File: src/rtl/multi_cycle_controller_pkg.sv
// Shared types and constants for the multi-cycle RV32I controller.
// Holds the state encoding, mux-select enums, ALU op codes and the supported opcodes.
package pa_riscv;

  typedef enum logic [3:0] {
    ST_FETCH    = 4'd0,
    ST_DECODE   = 4'd1,
    ST_MEMADR   = 4'd2,
    ST_MEMREAD  = 4'd3,
    ST_MEMWB    = 4'd4,
    ST_MEMWRITE = 4'd5,
    ST_EXECUTER = 4'd6,
    ST_EXECUTEI = 4'd7,
    ST_ALUWB    = 4'd8,
    ST_BEQ      = 4'd9,
    ST_JAL      = 4'd10
  } state_t;

  typedef enum logic [1:0] {
    SRCA_PC    = 2'b00,
    SRCA_OLDPC = 2'b01,
    SRCA_REG   = 2'b10
  } srca_t;

  typedef enum logic [1:0] {
    SRCB_REG  = 2'b00,
    SRCB_IMM  = 2'b01,
    SRCB_FOUR = 2'b10
  } srcb_t;

  typedef enum logic [1:0] {
    RES_ALUOUT    = 2'b00,
    RES_DATA      = 2'b01,
    RES_ALURESULT = 2'b10
  } result_t;

  localparam logic [3:0] ALU_ADD = 4'b0000;
  localparam logic [3:0] ALU_SUB = 4'b0001;
  localparam logic [3:0] ALU_AND = 4'b0010;
  localparam logic [3:0] ALU_OR  = 4'b0011;
  localparam logic [3:0] ALU_SLT = 4'b0100;

  localparam logic [6:0] OP_LW    = 7'b0000011;
  localparam logic [6:0] OP_SW    = 7'b0100011;
  localparam logic [6:0] OP_RTYPE = 7'b0110011;
  localparam logic [6:0] OP_ITYPE = 7'b0010011;
  localparam logic [6:0] OP_BEQ   = 7'b1100011;
  localparam logic [6:0] OP_JAL   = 7'b1101111;

  function automatic logic fn_is_supported(input logic [6:0] i_op);
    logic r_ok;
    case (i_op)
      OP_LW, OP_SW, OP_RTYPE, OP_ITYPE, OP_BEQ, OP_JAL: r_ok = 1'b1;
      default:                                          r_ok = 1'b0;
    endcase
    return r_ok;
  endfunction

endpackage

File: src/rtl/multi_cycle_controller_if.sv
// Controller <-> datapath bundle: decoded fields and handshakes in, enables and selects out.
// The datapath side is the master, the controller the slave.
interface mcc_if;
  logic [6:0] i_operand;
  logic [2:0] i_funct3;
  logic       i_funct7bit5;
  logic       i_zeroFlag;
  logic       i_memReady;
  logic       o_pcWriteEn;
  logic       o_adrSel;
  logic       o_memWriteEn;
  logic       o_instructionRegWrite;
  logic       o_regWriteEn;
  logic [1:0] o_resultSel;
  logic [1:0] o_aluInputASel;
  logic [1:0] o_aluInputBSel;
  logic [3:0] o_aluLogicOperation;
  logic       o_illegalInstr;
  logic [3:0] o_state;

  modport master (
    output i_operand, i_funct3, i_funct7bit5, i_zeroFlag, i_memReady,
    input  o_pcWriteEn, o_adrSel, o_memWriteEn, o_instructionRegWrite, o_regWriteEn,
           o_resultSel, o_aluInputASel, o_aluInputBSel, o_aluLogicOperation,
           o_illegalInstr, o_state
  );

  modport slave (
    input  i_operand, i_funct3, i_funct7bit5, i_zeroFlag, i_memReady,
    output o_pcWriteEn, o_adrSel, o_memWriteEn, o_instructionRegWrite, o_regWriteEn,
           o_resultSel, o_aluInputASel, o_aluInputBSel, o_aluLogicOperation,
           o_illegalInstr, o_state
  );
endinterface

File: src/rtl/multi_cycle_controller_alu_decoder.sv
// ALU operation decode for R-type and I-type instructions.
// Only R-type honours funct7bit5, so addi with imm[10]=1 still adds.
import pa_riscv::*;

module alu_decoder (
  input  logic [6:0] i_operand,
  input  logic [2:0] i_funct3,
  input  logic       i_funct7bit5,
  output logic [3:0] o_aluLogicOperation
);

  logic w_isRtype;

  assign w_isRtype = (i_operand == OP_RTYPE);

  // funct3 to ALU operation; unsupported funct3 quietly falls back to add
  always_comb begin
    o_aluLogicOperation = ALU_ADD;
    case (i_funct3)
      3'b000: begin
        if (w_isRtype && i_funct7bit5) begin
          o_aluLogicOperation = ALU_SUB;
        end else begin
          o_aluLogicOperation = ALU_ADD;
        end
      end
      3'b010:  o_aluLogicOperation = ALU_SLT;
      3'b110:  o_aluLogicOperation = ALU_OR;
      3'b111:  o_aluLogicOperation = ALU_AND;
      default: o_aluLogicOperation = ALU_ADD;
    endcase
  end

endmodule

File: src/rtl/multi_cycle_controller.sv
// Moore sequencer for the multi-cycle RV32I datapath; outputs decode from state, with
// memReady/zeroFlag qualifying only the enables that depend on them.
import pa_riscv::*;

module multi_cycle_controller (
  input  logic  i_clk,
  input  logic  i_srst_n,
  mcc_if.slave  if_bus
);

  state_t     r_state;
  logic [3:0] w_aluOp;
  logic       w_pcWriteEn;
  logic       w_adrSel;
  logic       w_memWriteEn;
  logic       w_instructionRegWrite;
  logic       w_regWriteEn;
  result_t    w_resultSel;
  srca_t      w_srcA;
  srcb_t      w_srcB;
  logic [3:0] w_aluLogicOperation;
  logic       w_illegalInstr;

  alu_decoder u_alu_decoder (
    .i_operand           (if_bus.i_operand),
    .i_funct3            (if_bus.i_funct3),
    .i_funct7bit5        (if_bus.i_funct7bit5),
    .o_aluLogicOperation (w_aluOp)
  );

  // State register and transitions; reset wins even during a memory wait
  always_ff @(posedge i_clk) begin
    if (!i_srst_n) begin
      r_state <= ST_FETCH;
    end else begin
      case (r_state)
        ST_FETCH: begin
          if (if_bus.i_memReady) r_state <= ST_DECODE;
          else                   r_state <= ST_FETCH;
        end
        ST_DECODE: begin
          case (if_bus.i_operand)
            OP_LW, OP_SW: r_state <= ST_MEMADR;
            OP_RTYPE:     r_state <= ST_EXECUTER;
            OP_ITYPE:     r_state <= ST_EXECUTEI;
            OP_BEQ:       r_state <= ST_BEQ;
            OP_JAL:       r_state <= ST_JAL;
            default:      r_state <= ST_FETCH;
          endcase
        end
        ST_MEMADR: begin
          if (if_bus.i_operand == OP_SW) r_state <= ST_MEMWRITE;
          else                           r_state <= ST_MEMREAD;
        end
        ST_MEMREAD: begin
          if (if_bus.i_memReady) r_state <= ST_MEMWB;
          else                   r_state <= ST_MEMREAD;
        end
        ST_MEMWRITE: begin
          if (if_bus.i_memReady) r_state <= ST_FETCH;
          else                   r_state <= ST_MEMWRITE;
        end
        ST_EXECUTER, ST_EXECUTEI: r_state <= ST_ALUWB;
        ST_JAL:                   r_state <= ST_ALUWB;
        default:                  r_state <= ST_FETCH;
      endcase
    end
  end

  // Per-state enables and selects; reset masks enables and parks selects at FETCH values
  always_comb begin
    w_pcWriteEn           = 1'b0;
    w_adrSel              = 1'b0;
    w_memWriteEn          = 1'b0;
    w_instructionRegWrite = 1'b0;
    w_regWriteEn          = 1'b0;
    w_resultSel           = RES_ALUOUT;
    w_srcA                = SRCA_PC;
    w_srcB                = SRCB_REG;
    w_aluLogicOperation   = ALU_ADD;
    w_illegalInstr        = 1'b0;
    if (!i_srst_n) begin
      w_srcB      = SRCB_FOUR;
      w_resultSel = RES_ALURESULT;
    end else begin
      case (r_state)
        ST_FETCH: begin
          w_srcB                = SRCB_FOUR;
          w_resultSel           = RES_ALURESULT;
          w_instructionRegWrite = if_bus.i_memReady;
          w_pcWriteEn           = if_bus.i_memReady;
        end
        ST_DECODE: begin
          w_srcA         = SRCA_OLDPC;
          w_srcB         = SRCB_IMM;
          w_illegalInstr = !fn_is_supported(if_bus.i_operand);
        end
        ST_MEMADR: begin
          w_srcA = SRCA_REG;
          w_srcB = SRCB_IMM;
        end
        ST_MEMREAD: begin
          w_adrSel = 1'b1;
        end
        ST_MEMWB: begin
          w_resultSel  = RES_DATA;
          w_regWriteEn = 1'b1;
        end
        ST_MEMWRITE: begin
          w_adrSel     = 1'b1;
          w_memWriteEn = 1'b1;
        end
        ST_EXECUTER: begin
          w_srcA              = SRCA_REG;
          w_srcB              = SRCB_REG;
          w_aluLogicOperation = w_aluOp;
        end
        ST_EXECUTEI: begin
          w_srcA              = SRCA_REG;
          w_srcB              = SRCB_IMM;
          w_aluLogicOperation = w_aluOp;
        end
        ST_ALUWB: begin
          w_regWriteEn = 1'b1;
        end
        ST_BEQ: begin
          w_srcA              = SRCA_REG;
          w_srcB              = SRCB_REG;
          w_aluLogicOperation = ALU_SUB;
          w_pcWriteEn         = if_bus.i_zeroFlag;
        end
        ST_JAL: begin
          w_srcA      = SRCA_OLDPC;
          w_srcB      = SRCB_FOUR;
          w_pcWriteEn = 1'b1;
        end
        default: begin
          w_srcB      = SRCB_FOUR;
          w_resultSel = RES_ALURESULT;
        end
      endcase
    end
  end

  assign if_bus.o_pcWriteEn           = w_pcWriteEn;
  assign if_bus.o_adrSel              = w_adrSel;
  assign if_bus.o_memWriteEn          = w_memWriteEn;
  assign if_bus.o_instructionRegWrite = w_instructionRegWrite;
  assign if_bus.o_regWriteEn          = w_regWriteEn;
  assign if_bus.o_resultSel           = w_resultSel;
  assign if_bus.o_aluInputASel        = w_srcA;
  assign if_bus.o_aluInputBSel        = w_srcB;
  assign if_bus.o_aluLogicOperation   = w_aluLogicOperation;
  assign if_bus.o_illegalInstr        = w_illegalInstr;
  assign if_bus.o_state               = r_state;

endmodule

File: src/flat_wrapper.sv
// flat-port wrapper written by rule: the top's interface ports become plain ports
module multi_cycle_controller_flat 
  (i_clk, i_srst_n, if_bus_i_operand, if_bus_i_funct3, if_bus_i_funct7bit5, if_bus_i_zeroFlag, if_bus_i_memReady, if_bus_o_pcWriteEn, if_bus_o_adrSel, if_bus_o_memWriteEn, if_bus_o_instructionRegWrite, if_bus_o_regWriteEn, if_bus_o_resultSel, if_bus_o_aluInputASel, if_bus_o_aluInputBSel, if_bus_o_aluLogicOperation, if_bus_o_illegalInstr, if_bus_o_state);
  mcc_if if_bus_i ();
  input  logic i_clk;
  input  logic i_srst_n;
  input wire logic [$bits(if_bus_i.i_operand)-1:0] if_bus_i_operand;
  input wire logic [$bits(if_bus_i.i_funct3)-1:0] if_bus_i_funct3;
  input wire logic [$bits(if_bus_i.i_funct7bit5)-1:0] if_bus_i_funct7bit5;
  input wire logic [$bits(if_bus_i.i_zeroFlag)-1:0] if_bus_i_zeroFlag;
  input wire logic [$bits(if_bus_i.i_memReady)-1:0] if_bus_i_memReady;
  output wire logic [$bits(if_bus_i.o_pcWriteEn)-1:0] if_bus_o_pcWriteEn;
  output wire logic [$bits(if_bus_i.o_adrSel)-1:0] if_bus_o_adrSel;
  output wire logic [$bits(if_bus_i.o_memWriteEn)-1:0] if_bus_o_memWriteEn;
  output wire logic [$bits(if_bus_i.o_instructionRegWrite)-1:0] if_bus_o_instructionRegWrite;
  output wire logic [$bits(if_bus_i.o_regWriteEn)-1:0] if_bus_o_regWriteEn;
  output wire logic [$bits(if_bus_i.o_resultSel)-1:0] if_bus_o_resultSel;
  output wire logic [$bits(if_bus_i.o_aluInputASel)-1:0] if_bus_o_aluInputASel;
  output wire logic [$bits(if_bus_i.o_aluInputBSel)-1:0] if_bus_o_aluInputBSel;
  output wire logic [$bits(if_bus_i.o_aluLogicOperation)-1:0] if_bus_o_aluLogicOperation;
  output wire logic [$bits(if_bus_i.o_illegalInstr)-1:0] if_bus_o_illegalInstr;
  output wire logic [$bits(if_bus_i.o_state)-1:0] if_bus_o_state;
  assign if_bus_i.i_operand = if_bus_i_operand;
  assign if_bus_i.i_funct3 = if_bus_i_funct3;
  assign if_bus_i.i_funct7bit5 = if_bus_i_funct7bit5;
  assign if_bus_i.i_zeroFlag = if_bus_i_zeroFlag;
  assign if_bus_i.i_memReady = if_bus_i_memReady;
  assign if_bus_o_pcWriteEn = if_bus_i.o_pcWriteEn;
  assign if_bus_o_adrSel = if_bus_i.o_adrSel;
  assign if_bus_o_memWriteEn = if_bus_i.o_memWriteEn;
  assign if_bus_o_instructionRegWrite = if_bus_i.o_instructionRegWrite;
  assign if_bus_o_regWriteEn = if_bus_i.o_regWriteEn;
  assign if_bus_o_resultSel = if_bus_i.o_resultSel;
  assign if_bus_o_aluInputASel = if_bus_i.o_aluInputASel;
  assign if_bus_o_aluInputBSel = if_bus_i.o_aluInputBSel;
  assign if_bus_o_aluLogicOperation = if_bus_i.o_aluLogicOperation;
  assign if_bus_o_illegalInstr = if_bus_i.o_illegalInstr;
  assign if_bus_o_state = if_bus_i.o_state;
  multi_cycle_controller u_core (.i_clk(i_clk), .i_srst_n(i_srst_n), .if_bus(if_bus_i));
endmodule
File: config.mk
export PLATFORM = sky130hd
export DESIGN_NAME = multi_cycle_controller_flat
export DESIGN_NICKNAME = d
export VERILOG_FILES = /design/src/rtl/multi_cycle_controller_pkg.sv /design/src/rtl/multi_cycle_controller_if.sv /design/src/rtl/multi_cycle_controller_alu_decoder.sv /design/src/rtl/multi_cycle_controller.sv /design/src/flat_wrapper.sv
export SDC_FILE = /design/constraint.sdc
export NUM_CORES = 1
export LEC_CHECK = 0
export ABC_AREA = 1
export CAP_MARGIN = 20
export CORE_UTILIZATION = 31
export DETAILED_ROUTE_END_ITERATION = 10
export PLACE_DENSITY = 0.81
export SLEW_MARGIN = 25
export SYNTH_ARGS = -nofsm -noshare
export SYNTH_HDL_FRONTEND = slang
export SYNTH_SLANG_ARGS = --single-unit
File: constraint.sdc
create_clock -name i_clk -period 1.25 [get_ports i_clk]
set_input_delay 0.375 -clock i_clk [delete_from_list [all_inputs] [get_ports i_clk]]
set_output_delay 0.375 -clock i_clk [all_outputs]
set_load 0.01 [all_outputs]
Word-level counts from Yosys, hierarchy flattened
Cells that the tools add are included.

storage, ports and cells
  register bits = 4
  input port bits = 15
  output and inout bits = 20
  logic and storage cells = 66

cells by class
  equal/unequal tests = 19
  multiplexer cells = 31
  reductions and logical operators = 15

operators by type and width
  cell                  number
  $pmux W4 S6           1
  $pmux W4 S5           1
  $eq A4 B3 Y1 const B  4
  $mux W1               16
  $pmux W4 S4           1
  $eq A7 B6 Y1 const B  2
  $eq A7 B7 Y1 const B  2
  $eq A4 B4 Y1 const B  3
  $pmux W2 S2           3
  $reduce_or A6 Y1      2
  $reduce_or A2 Y1      5
  $mux W3               3
  $reduce_or A9 Y1      1
  $eq A4 B2 Y1 const B  2
  $pmux W4 S2           1
  $eq A7 B2 Y1 const B  1
  $eq A7 B5 Y1 const B  1
  $eq A3 B3 Y1 const B  2
  $mux W2               3
  $reduce_or A3 Y1      2
  $eq A4 B1 Y1 const B  1
  $logic_not A4 Y1      1
  $mux W4               1
  $reduce_or A4 Y1      1
  other kinds (5)       5

Longest topological paths before layout
  depth in word-level cells = 8
  mapped depth = 9
  gate-level depth less buffers = 9

Hierarchy
A second synthesis with hierarchy kept.

unflattened totals
  cell total of the unflattened synthesis = 126
  area total of the unflattened synthesis = 611.8 um^2

modules (own cells, without submodules)
  module                  instances  cells each  area each (um^2)  sequential area each (um^2)
  multi_cycle_controller  1          108         530.5             80.1
  alu_decoder             1          18          81.3              0.0

Worst setup path after synthesis
Ideal clock, no wire load.

  kind = register to output
  start point = register u_core.r_state[1] (netlist: u_core.if_bus.o_state[1])
  end point = output port if_bus_o_pcWriteEn
  arrival = 1.035 ns
  path slack = -0.160 ns
  stages on the path, launching flop included = 6
  cells stage by stage = dfxtp_1 > inv_2 > nand2_2 > nor2_1 > nand2_1 > a31oi_1

on the way
  cells in the longest elaborated chain, start to end = 3
  elaborated cells between the ends (all ways) = 5
  those cells by class = 2 x eq/ne; 2 x mux; 1 x reduce/logical

RTL lines
  what                                              RTL line                      RTL
  from (decl)                                       multi_cycle_controller.sv:11  state_t r_state;
  from (signal assigned)                            multi_cycle_controller.sv:34  r_state <= ST_FETCH;
  from (signal assigned)                            multi_cycle_controller.sv:38  if (if_bus.i_memReady) r_state <= ST_DECODE;
  from (signal assigned)                            multi_cycle_controller.sv:39  else r_state <= ST_FETCH;
  $eq A4 B4 Y1 or $logic_not A4 Y1 (tied branches)  multi_cycle_controller.sv:86  case (r_state)
  $pmux W1 S3 *                                     multi_cycle_controller.sv:86
  $mux W1 *                                         multi_cycle_controller.sv:82  if (!i_srst_n) begin
  to (decl)                                         flat_wrapper.sv:12            output wire logic [$bits(if_bus_i.o_pcWriteEn)-1:0] if_bus_o_pcWriteEn;

Every way passes the cells marked *; elsewhere a longest branch is shown, timed or not.

Worst setup path in the final report
  start point = register u_core.r_state[3] (netlist: u_core.if_bus.o_state[3])
  end point = output port if_bus_o_memWriteEn

on the way
  cells in the longest elaborated chain, start to end = 3

RTL lines
  what          RTL line                      RTL
  $eq A4 B3 Y1  multi_cycle_controller.sv:86
  $mux W1       multi_cycle_controller.sv:86
  $mux W1       multi_cycle_controller.sv:82
  to (decl)     flat_wrapper.sv:14            output wire logic [$bits(if_bus_i.o_memWriteEn)-1:0] if_bus_o_memWriteEn;

Every way passes these cells.

==> results.yml <==
status:
  status: "finished, violations left"
  violations: "setup timing"
cts:
  num_cts_buffers: 3
  cts_root_buf: "sky130_fd_sc_hd__clkbuf_4"
  maximum_buffer_depth_of_the_clock_tree: 2
  cts.htree.levels: 1
  insertion_delay_ns: 0.26
  clk_pin_slew_worst_paths_ns: 0.05
  tritoncts: "done"
  clock-sinks: 4
global_route:
  grt_util_all_layers_pct: 31.8
  gr-total-overflow: 0
  global_route_wire_length_before_repair_um: 4750
  pin_count_of_the_biggest_net_entering_global_routing: 9
  antenna_found_initial: 0
  first_global_vias: 1099
drt:
  first_pass_iters: 4
  totalWireLength_um: 4450
  vias_per_cell: 5.51
  first_iter_violations: 49
  wl_per_cell_um: 20.3
  via_count: 1207
  ant_nets: 0
  drc: 0
die:
  die_w_um: 46.5
  core.rowCount: 15
  floorplan.die.height_um: 46.5
  fp.dieArea_um2: 2160
  start_util_pct: 34.5
  ioPinCount: 35
  core_area_um2: 1780
timing:
  minimum_clock_period_ns: 1.78
  period_share_pct: 142
  final-max-slew-violation-count: 0
  fin_worst_skew_ns: 0.0125
  finalSetupViolCount: 22
  rsz0062_at_grt: "yes"
  fin_ws_ns: -0.528
  max_freq_ghz: 0.562
  setup-tns-final_ns: -7.41
  count_of_final_hold_check_violations: 0
critical_path:
  path_max_fanout: 4
  worst-endpoint-required_ns: 0.88
  critical_path_arrival_ns: 1.40
  critical_path.endpoint_type: "primary output"
  critPathLaunchType: "flip-flop"
  crit_type: "flip-flop to primary output"
synthesis:
  synthTopCellsByArea: "sky130_fd_sc_hd__nand2_1 21%, sky130_fd_sc_hd__dfxtp_1 13%, sky130_fd_sc_hd__inv_1 11%"
  synth_fp_nets: 128
  ys_async_sr_fraction_pct: 0
  synth-edff-count: 0
  synthMuxAreaShare_pct: 0
  yosys.area_share.adder_pct: 0
  synthSimpleGateAreaFrac_pct: 56.6
  seq_area_frac_synth_pct: 13.0
  postSynthRegisterBits: 4
  synth_compound_gate_area_share_pct: 13.2
  synth_top_family_by_area: "simple AND/OR/NAND/NOR gates"
  synth.lib_cells_used.distinct: 22
  synth.top_cells.by_count: "34 x sky130_fd_sc_hd__nand2_1, 18 x sky130_fd_sc_hd__inv_1, 11 x sky130_fd_sc_hd__nor2_1, 8 x sky130_fd_sc_hd__nand3_1, 7 x sky130_fd_sc_hd__a21oi_1"
  synth.avg_cell_area_um2: 5.44
  yosysMostFrequentCell: "sky130_fd_sc_hd__nand2_1"
  synth.cell_area_um2: 614
  library_cell_occupying_the_most_area_in_the_post_synthesis_netlist: "sky130_fd_sc_hd__nand2_1"
  synthesis.yosys.warnings: 0
  syn_inst: 113
  netlist.area_leader.share_pct: 20.8
  yosys_most_used_dff: "sky130_fd_sc_hd__dfxtp_1"
  post_synth_xor_area_fraction_pct: 0
finish:
  n_antenna_cell: 0
  nets: 210
  syn2layout_area_growth_pct: 170
  largest_reg_flops: 4
  drive_above_1_share_pct: 78.9
  layout.cells.non_filler: 219
power_and_ir_drop:
  vdd_drop_max_uv: 439
  leakagePower_uw: 0.000814
  finalPower_uw: 614
  cellPowerDensity_nw_per_um2: 369
min_path:
  hp-class: "input port to flip-flop"
run:
  maxCapViolations: 0
placement:
  port_buffers: 33
  routabilityCongestion: 0.836
  detailed_place_hpwl_um: 1830
  placed_instance_count: 198
routing by layer:
metal | wire, µm | track usage (%) | up-vias
li1 | - | - | 514
met1 | 1600 | 33.0 | 556
met2 | 2110 | 57.2 | 101
met3 | 392 | 6.67 | 36
met4 | 352 | 18.8 | 0
met5 | 0 | 0 | -
critical path, cell delays in order (launching register included):
cell                      delay (ns)
sky130_fd_sc_hd__dfxtp_4        0.37
sky130_fd_sc_hd__inv_8          0.09
sky130_fd_sc_hd__nand2_8        0.07
sky130_fd_sc_hd__buf_6          0.12
sky130_fd_sc_hd__nor2_4         0.13
sky130_fd_sc_hd__inv_2          0.07
sky130_fd_sc_hd__nor2_2         0.12
sky130_fd_sc_hd__buf_2          0.17
cells by family (layout without fill, tap and decap cells):
kind of cell | after synthesis | in the layout
other | 1 | 1
AOI/OAI and AO/OA | 15 | 15
buffers and inverters | 24 | 105
DFF | 4 | 4
and+or+nand+nor | 69 | 69
per-stage QoR:
stage	setup WS (ns)	cell area [µm²]	utilization [%]	hold slack [ns]
after floorplan	-0.0849	704	-	0.587
after global placement	-1.21	1260	70.9	0.735
after detailed placement	-1.24	1260	70.9	0.746
after CTS	-0.419	1470	82.7	0.546
after global routing	-0.576	1660	93.2	0.695
final	-0.528	1660	93.2	0.659
where the power goes:
part	switching (µW)	leakage (µW)	internal [µW]
logic	154	0.000764	132
clock network	76.7	0.0000150	121
registers	6.75	0.0000355	124
layout by cell type, fill, tap and decap left out, types with 2 or more instances in the layout:
cell	instances
sky130_fd_sc_hd__nand2_2	12
sky130_fd_sc_hd__clkbuf_4	3
sky130_fd_sc_hd__nand2_4	8
sky130_fd_sc_hd__buf_6	21
sky130_fd_sc_hd__a31oi_1	2
sky130_fd_sc_hd__nand2_8	4
sky130_fd_sc_hd__buf_4	31
sky130_fd_sc_hd__o21ai_2	2
sky130_fd_sc_hd__nor2_1	4
sky130_fd_sc_hd__clkdlybuf4s15_2	2
sky130_fd_sc_hd__o21ai_1	2
sky130_fd_sc_hd__a21oi_2	4
sky130_fd_sc_hd__buf_2	17
sky130_fd_sc_hd__a21oi_1	3
sky130_fd_sc_hd__inv_4	5
sky130_fd_sc_hd__nor2_2	4
sky130_fd_sc_hd__inv_2	6
sky130_fd_sc_hd__nand2_1	14
sky130_fd_sc_hd__nand3_2	4
sky130_fd_sc_hd__dfxtp_4	4
sky130_fd_sc_hd__nand3_1	4
sky130_fd_sc_hd__buf_8	2
sky130_fd_sc_hd__inv_8	3
sky130_fd_sc_hd__nor2_4	10
sky130_fd_sc_hd__inv_1	5
sky130_fd_sc_hd__clkbuf_2	2
area by class of cell:
class                           count  area (µm²)
Inverter                           22         140
Clock buffer                        4        26.3
Fill cell                          56         121
Tap cell                           25        31.3
Timing Repair Buffer               79         658
Multi-Input combinational cell     85         711
Sequential cell                     4        95.1
repair_timing:
action / 4_1_cts / 5_1_grt
pin swaps: 26 / 23
resized for setup: 170 / 53
setup buffers: 16 / 8
endpoints found under the hold margin: 0 / 0
hold buffers: 0 / 0
endpoints found under the setup margin: 23 / 22
path summary, 6_finish.rpt:
kind,start,end,slack (ns),cells past startpoint
hold / removal,if_bus_i_operand[6],u_core.if_bus.o_state[2],0.66,6
setup / recovery,u_core.if_bus.o_state[3],if_bus_o_memWriteEn,-0.53,7
setup reg to reg,u_core.if_bus.o_state[1],u_core.if_bus.o_state[0],-0.16,9
hold reg to reg,u_core.if_bus.o_state[0],u_core.if_bus.o_state[3],0.84,5
Note: power is estimated with default switching activity, not from simulation.
